===== src/rtl/unpool_pkg.sv =====
// Shared state type and counter sizing helper for the nearest-neighbour unpooling stage.
package unpool_pkg;

   typedef enum logic {
      LOAD,
      REPLAY
   } state_t;

   // Bits needed for a counter spanning 0..max_val, never narrower than one bit.
   function automatic int cnt_width(input int max_val);
      return (max_val < 2) ? 1 : $clog2(max_val + 1);
   endfunction

endpackage


===== src/rtl/unpool_upsampler_row_line_buffer.sv =====
// One pooled row of pixels, kept so the row can be replayed for the remaining vertical copies.
// Registered write port, combinational read port.
module row_line_buffer
   import unpool_pkg::*;
#(
   parameter  int bitwidth    = 8,
   parameter  int pooledWidth = 3,
   localparam int IW          = cnt_width(pooledWidth - 1)
) (
   input  logic                clock,
   input  logic                wr_en,
   input  logic [IW-1:0]       wr_idx,
   input  logic [bitwidth-1:0] wr_data,
   input  logic [IW-1:0]       rd_idx,
   output logic [bitwidth-1:0] rd_data
);

   logic [bitwidth-1:0] mem [pooledWidth];

   always_ff @(posedge clock) begin
      if (wr_en) begin
         mem[wr_idx] <= wr_data;
      end
   end

   assign rd_data = mem[rd_idx];

endmodule


===== src/rtl/unpool_upsampler.sv =====
// Nearest-neighbour unpooling: each pooled pixel becomes a filterWidth x filterWidth block.
// First copy appears one cycle after accept; ready_out stalls the source during copies and row replay.
module unpool_upsampler
   import unpool_pkg::*;
#(
   parameter int bitwidth     = 8,
   parameter int filterWidth  = 3,
   parameter int pooledWidth  = 3,
   parameter int pooledHeight = 3
) (
   input  logic                clock,
   input  logic                reset,
   input  logic [bitwidth-1:0] data_in,
   input  logic                isValid,
   output logic                ready_out,
   output logic [bitwidth-1:0] data_out,
   output logic                valid_out,
   output logic                frameDone_out
);

   localparam int HW = cnt_width(filterWidth);
   localparam int CW = cnt_width(pooledWidth);
   localparam int VW = cnt_width(filterWidth - 1);
   localparam int RW = cnt_width(pooledHeight - 1);
   localparam int IW = cnt_width(pooledWidth - 1);

   localparam logic [HW-1:0] FW_H  = HW'(filterWidth);
   localparam logic [HW-1:0] FW_M1 = HW'(filterWidth - 1);
   localparam logic [CW-1:0] PW_C  = CW'(pooledWidth);
   localparam logic [CW-1:0] PW_M1 = CW'(pooledWidth - 1);
   localparam logic [VW-1:0] FW_V  = VW'(filterWidth - 1);
   localparam logic [RW-1:0] PH_M1 = RW'(pooledHeight - 1);

   state_t              state, state_n;
   logic [HW-1:0]       h_cnt, h_n;
   logic [CW-1:0]       col_cnt, col_n;
   logic [VW-1:0]       v_rep, vrep_n;
   logic [RW-1:0]       row_cnt, row_n;
   logic [bitwidth-1:0] dout_n;
   logic                vld_n;
   logic                fd_n;
   logic                accept;
   logic                row_last;
   logic                wr_en;
   logic [IW-1:0]       rd_idx;
   logic [bitwidth-1:0] rd_data;

   assign ready_out = (state == LOAD) && (col_cnt < PW_C) && (h_cnt == '0 || h_cnt == FW_H);
   assign accept    = isValid && ready_out;
   assign row_last  = (row_cnt == PH_M1);

   row_line_buffer #(
      .bitwidth    (bitwidth),
      .pooledWidth (pooledWidth)
   ) u_row_buf (
      .clock   (clock),
      .wr_en   (wr_en),
      .wr_idx  (col_cnt[IW-1:0]),
      .wr_data (data_in),
      .rd_idx  (rd_idx),
      .rd_data (rd_data)
   );

   always_ff @(posedge clock) begin
      if (reset) begin
         state         <= LOAD;
         h_cnt         <= '0;
         col_cnt       <= '0;
         v_rep         <= '0;
         row_cnt       <= '0;
         data_out      <= '0;
         valid_out     <= 1'b0;
         frameDone_out <= 1'b0;
      end else begin
         state         <= state_n;
         h_cnt         <= h_n;
         col_cnt       <= col_n;
         v_rep         <= vrep_n;
         row_cnt       <= row_n;
         data_out      <= dout_n;
         valid_out     <= vld_n;
         frameDone_out <= fd_n;
      end
   end

   always_comb begin
      state_n = state;
      h_n     = h_cnt;
      col_n   = col_cnt;
      vrep_n  = v_rep;
      row_n   = row_cnt;
      dout_n  = data_out;
      vld_n   = valid_out;
      fd_n    = 1'b0;
      wr_en   = 1'b0;
      rd_idx  = '0;

      case (state)
         LOAD: begin
            if (accept) begin
               wr_en  = 1'b1;
               dout_n = data_in;
               vld_n  = 1'b1;
               h_n    = HW'(1);
               col_n  = col_cnt + 1'b1;
               // With no vertical replay the row ends on its last accept, keeping ready_out high.
               if (filterWidth == 1 && col_cnt == PW_M1) begin
                  col_n = '0;
                  row_n = row_last ? '0 : row_cnt + 1'b1;
                  fd_n  = row_last;
               end
            end else if (h_cnt != '0 && h_cnt != FW_H) begin
               h_n = h_cnt + 1'b1;
            end else if (h_cnt == FW_H) begin
               if (col_cnt == PW_C) begin
                  state_n = REPLAY;
                  vrep_n  = VW'(1);
                  col_n   = '0;
                  h_n     = '0;
                  dout_n  = rd_data;
                  vld_n   = 1'b1;
               end else begin
                  vld_n = 1'b0;
                  h_n   = '0;
               end
            end
         end

         REPLAY: begin
            // h_cnt counts copies of the current column shown before the one on data_out.
            if (h_cnt != FW_M1) begin
               h_n  = h_cnt + 1'b1;
               fd_n = row_last && (v_rep == FW_V) && (col_cnt == PW_M1) &&
                      ((h_cnt + 1'b1) == FW_M1);
            end else if (col_cnt != PW_M1) begin
               col_n  = col_cnt + 1'b1;
               h_n    = '0;
               rd_idx = IW'(col_cnt + 1'b1);
               dout_n = rd_data;
            end else if (v_rep != FW_V) begin
               vrep_n = v_rep + 1'b1;
               col_n  = '0;
               h_n    = '0;
               dout_n = rd_data;
            end else begin
               state_n = LOAD;
               col_n   = '0;
               h_n     = '0;
               vrep_n  = '0;
               vld_n   = 1'b0;
               row_n   = row_last ? '0 : row_cnt + 1'b1;
            end
         end

         default: state_n = LOAD;
      endcase
   end

endmodule


===== config.mk =====
export PLATFORM = sky130hd
export DESIGN_NAME = unpool_upsampler
export DESIGN_NICKNAME = d
export VERILOG_FILES = /design/src/rtl/unpool_pkg.sv /design/src/rtl/unpool_upsampler_row_line_buffer.sv /design/src/rtl/unpool_upsampler.sv
export SDC_FILE = /design/constraint.sdc
export NUM_CORES = 1
export LEC_CHECK = 0
export BUFFER_PORTS_ARGS = -buffer_cell sky130_fd_sc_hd__buf_2
export CAP_MARGIN = 25
export CORE_MARGIN = 2
export CORE_UTILIZATION = 26
export DETAILED_ROUTE_END_ITERATION = 8
export GPL_TIMING_DRIVEN = 0
export MAX_ROUTING_LAYER = met4
export SYNTH_ARGS = -nofsm -noshare
export SYNTH_HDL_FRONTEND = slang
export SYNTH_SLANG_ARGS = --single-unit

===== constraint.sdc =====
create_clock -name clock -period 5.5 [get_ports clock]
set_input_delay 0.275 -clock clock [delete_from_list [all_inputs] [get_ports clock]]
set_output_delay 0.275 -clock clock [all_outputs]
set_load 0.03 [all_outputs]

# Word-level counts from Yosys, hierarchy flattened
# Memories as Yosys holds them, arrays and structs flattened.
# Index checks and enable logic that the tools add are counted.
totals:
  n_memories: 1
  out_inout_bits: 11
  register_bits: 19
  wordCells: 106
  ram_bits: 24
op_classes:
  bitwise_logic: 4
  mux: 50
  n_lt_le_gt_ge: 1
  n_reduce_logical: 16
  eq_ne: 22
  add_sub_neg: 4
mem_list:
  columns: ["name", "words", "width", "rd", "rd_ports_with_merged_regs", "write_ports", "line", "text"]
  rows:
  - ["u_row_buf.mem", 3, 8, 1, 0, 1, "unpool_upsampler_row_line_buffer.sv:18", "logic [bitwidth-1:0] mem [pooledWidth];"]
op_table:
  columns: ["cell", "n"]
  rows:
  - ["$mux W8", 7]
  - ["$mux W2", 20]
  - ["$ne A2 B2 Y1 const B", 9]
  - ["$mux W1", 17]
  - ["$pmux W8 S2", 1]
  - ["$eq A2 B2 Y1 const B", 6]
  - ["$pmux W2 S2", 3]
  - ["$reduce_and A5 Y1", 2]
  - ["$add A2 B1 Y2 const B", 4]
  - ["$reduce_and A4 Y1", 2]
  - ["$logic_and A1 B1 Y1", 7]
  - ["$ne A3 B2 Y1 const B", 2]
  - ["$reduce_and A6 Y1", 1]
  - ["$ne A2 B1 Y1 const B", 2]
  - ["$ne A4 B2 Y1 const B", 1]
  - ["$not A1 Y1", 4]
  - ["$pmux W1 S2", 2]
  - ["$ne A3 B1 Y1 const B", 1]
  - ["$ne A3 B3 Y1 const B", 1]
  - ["$reduce_or A3 Y1", 1]
  - ["$logic_not A2 Y1", 1]
  - ["$lt A2 B2 Y1 const B", 1]
  - ["$reduce_bool A2 Y1", 1]
  - ["$logic_or A1 B1 Y1", 1]

# Depth between registers and ports, before layout
# An unclocked memory read counts as a cell.
logic_depth:
  depth_word: 10
  mapped_depth: 8

# By module
# Synthesis repeated with hierarchy kept, for this count alone.
hier_totals:
  hier_cells: 172
  hier_area_um2: 2037.0
by_module_without_submodules:
  columns: ["module", "cells_each", "n_inst", "seq_area_each_um2", "area_each_um2"]
  rows:
  - ["unpool_upsampler", 119, 1, 380.4, 1118.6]
  - ["row_line_buffer", 53, 1, 720.7, 918.4]

# Least setup slack after synthesis
# No wires, ideal clock.
synth_path:
  path_kind: "register to register"
  startpoint: "reg h_cnt[0]"
  endpoint: "mem u_row_buf.mem[2][0] (enable)"
  path_stages_with_launch: 6
  setup_slack_ns: 3.518
  arrival_time_ns: 1.650
  n_path_buf: 1
  path_cell_list: "dfxtp_1 inv_1 ha_1 nor4b_4 buf_6 and2_1"
synth_between:
  elab_chain_cells: 8
  elab_cells_between_ends: 9
  classes_between: "eq/ne (1); mux (4); reduce/logical (4)"
synth_rtl:
  columns: ["element", "line", "text"]
  rows:
  - ["start, declared", "unpool_upsampler.sv:35", "logic [HW-1:0] h_cnt, h_n;"]
  - ["start signal, assigned", "unpool_upsampler.sv:76", "h_cnt <= h_n;"]
  - ["$eq A2 B2 Y1 / $logic_not A2 Y1 (equally long branches)", "unpool_upsampler.sv:48", "assign ready_out = (state == LOAD) && (col_cnt < PW_C) && (h_cnt == '0 || h_cnt == FW_H);"]
  - ["$logic_or A1 B1 Y1 *", "unpool_upsampler.sv:48", null]
  - ["$logic_and A1 B1 Y1 *", "unpool_upsampler.sv:48", null]
  - ["$logic_and A1 B1 Y1 *", "unpool_upsampler.sv:49", "assign accept = isValid && ready_out;"]
  - ["$mux W1 *", "unpool_upsampler.sv:100", "if (accept) begin"]
  - ["$mux W1 *", "unpool_upsampler.sv:98", "case (state)"]
  - ["$mux W1 *", "unpool_upsampler_row_line_buffer.sv:21", "if (wr_en) begin"]
  - ["$mux W1 (implied by the code) *", "unpool_upsampler_row_line_buffer.sv:22", "mem[wr_idx] <= wr_data;"]
  - ["end, declared", "unpool_upsampler_row_line_buffer.sv:18", null]
# Mark *: on every way between the ends. The rest lies on a longest branch, timed or not.

# Worst setup path after layout
layout_path:
  startpoint: "reg h_cnt[0]"
  endpoint: "mem u_row_buf.mem[2][6] (enable)"
# The elaborated chain is that of the path after synthesis.

==> impl_metrics.ini <==
[die]
coreArea_um2 = 7770
die_w_um = 93.8
initial_utilization_pct = 27.0
io_pins = 22
die-area_um2 = 8810
die_y_um = 93.8
rows = 32

[final_layout]
final_cell_mix = 24 x edfxtp_1, 21 x nor2_1, 21 x buf_2, 19 x dfxtp_1
drive_gt1_share_pct = 18.9
layout.cells.non_filler = 319
final_util_pct = 31.3
insertedDiodeCount = 0
fin_nets = 240
mostFrequentLayoutCell = edfxtp_1
syn_to_final_growth_pct = 16.0

[routing]
first_iter_violations = 82
drc_errors = 0
first_pass_iters = 4
antenna_left = 0
via_count = 1434
routedWlPerCell_um = 13.9
vias_per_cell = 4.50
wirelength_um = 4430

[sta]
timing.hold.ws_ns = 0.209
rsz0062_at_grt = no
layout_worst_path_cycle_share_pct = 42.9
tightest_slew_ns = 0.707
setup_violations = 0
slew_violations = 0
fin_skew_ns = 0.00678
maxSlewHeadroom_pct = 52.7
hold_violations = 0
max_freq_mhz = 424
min_period_ns = 2.36
setup_tns_ns = 0

[clocking]
cts_setup_buffers = 0
clk_pin_slew_ns = 0.08
cts_buffers = 5
clkSinkCount = 43
insertion_delay_ns = 0.30
cts_resized = 0
cts_tree = built
cts-root-buf = clkbuf_8
cts_max_level = 2
ctsLongestPathBuffers = 2
holdBufCountCts = 0

[power]
peakVddDrop_v = 0.000116
p_total_uw = 823
power.density_nw_per_um2 = 338
p_leak_nw = 0.889

[grt]
grt_usage_pct = 11.1
antenna_found_initial = 0
grt_pass1_wl_um = 7060
grt_pass1_vias = 1319
grt_overflow_total = 0
grt_max_degree = 14

[worst_setup_path]
crit_fanout = 10
reg2reg_from = h_cnt[0]
rrSetupSlack_ns = 3.14
rr_endpoint = u_row_buf.mem[2][6]
cp.arrival_ns = 2.31
start_kind = flip-flop
worstSetupStartpoint = h_cnt[0]
r2r_cells = 5
crit_path_end_kind = flip-flop
criticalPathCategory = flip-flop to flip-flop
required_ns = 5.45

[synth]
synth-seq-area-share_pct = 52.5
synth_area_um2 = 2100
synthTopCellsByArea = edfxtp_1 34%, dfxtp_1 18%, ha_1 7.8%
syn_nets = 213
synth-seq-cells = 43
synth_top_area_share_pct = 34.3
synthArstFlopShare_pct = 0
synth.distinct_cells = 37
synth_warnings = 0
avgSynthCellArea_um2 = 11.1
yosysTopAreaCell = edfxtp_1
synth_cells = 189
synth_edf_count = 24
ys.flop_type = edfxtp_1

[placement]
portBuffers = 20
dpl.hpwl_um = 3120
finalWeightedCongestion = 0.799
dp.cells = 311

[min_path]
worst_hold_path.num_cells = 1
hp-start = data_in[3]
hp-class = input pin to flip-flop
hold_end = u_row_buf.mem[2][3]

[status]
status = finished, final reports clean

[flow_run]
drv_cap = 0
[state kept, by name, summed over array words and instances, names as in the netlist]
register	count
u_row_buf.mem	24
frameDone_out	1
state	1
h_cnt	2
row_cnt	2
col_cnt	2
data_out	8
valid_out	1
v_rep	2
[final cells by class]
type	count	area (um^2)
Timing Repair Buffer	20	100
Multi-Input combinational cell	124	891
Fill cell	847	5330
Clock buffer	5	68.8
Sequential cell	43	1100
Buffer	9	57.6
Tap cell	102	128
Clock inverter	3	38.8
Inverter	13	48.8
[where the power goes]
group	leakage, nW	switching (mW)	internal, mW
Sequential	0.376	0.0132	0.371
Clock	0.0517	0.108	0.133
Combinational	0.461	0.127	0.0711
Total	0.889	0.248	0.575
[worst max-delay path, stage by stage (launching register included)]
cell     delay [ns]
dfxtp_1        0.42
inv_1          0.13
ha_1           0.43
nor4b_4        0.42
buf_6          0.21
and2_1         0.42
[metal layers]
metal	up-vias	share of wire [%]	global-route usage, %
li1	731	-	-
met3	6	4.7	3.69
met5	-	0	-
met1	666	49	15.4
met2	31	45	15.4
met4	0	1.4	3.26
[per-stage QoR]
stage	worst slack (ns)	area [um^2]
2_1_floorplan	3.52	2100
3_3_place_gp	3.16	2330
3_5_place_dp	3.12	2330
4_1_cts	3.11	2430
5_1_grt	3.02	2430
6_report	3.14	2430
[cell families (layout without fill, tap and decap cells)]
group / count (synthesis) / in the layout / synth area share (%)
adder cells (fa/ha/maj): 13 / 13 / 7.75
multiplexers: 4 / 4 / 2.09
flip-flops: 43 / 43 / 52.5
AND/OR/NAND/NOR: 67 / 67 / 17.5
AO/OA/AOI/OAI: 40 / 40 / 15.1
buffers and inverters: 22 / 50 / 5.07
[Yosys cell counts, types with 2 or more instances]
cell type and count:
nor2b_1 10, nor3b_1 8, ha_1 13, nor2_1 21, a221oi_1 3, a21oi_1 9, mux2i_1 3, nand2_1 7
edfxtp_1 24, dfxtp_1 19, buf_6 3, and2_1 4, a221oi_2 5, o21ai_0 10, a22oi_1 2, inv_1 13
a211oi_1 2, clkbuf_1 5, nor3_1 10
[worst max path at each step]
stage | to | depth (start not counted) | slack (ns)
2_1_floorplan | u_row_buf.mem[2][0] | 5 | 3.52
3_3_place_gp | u_row_buf.mem[2][5] | 5 | 3.16
3_5_place_dp | u_row_buf.mem[2][5] | 5 | 3.12
4_1_cts | u_row_buf.mem[2][7] | 5 | 3.11
5_1_grt | data_out[3] | 7 | 3.02
6_report | u_row_buf.mem[2][6] | 5 | 3.14
(Power assumes the default switching activity.)
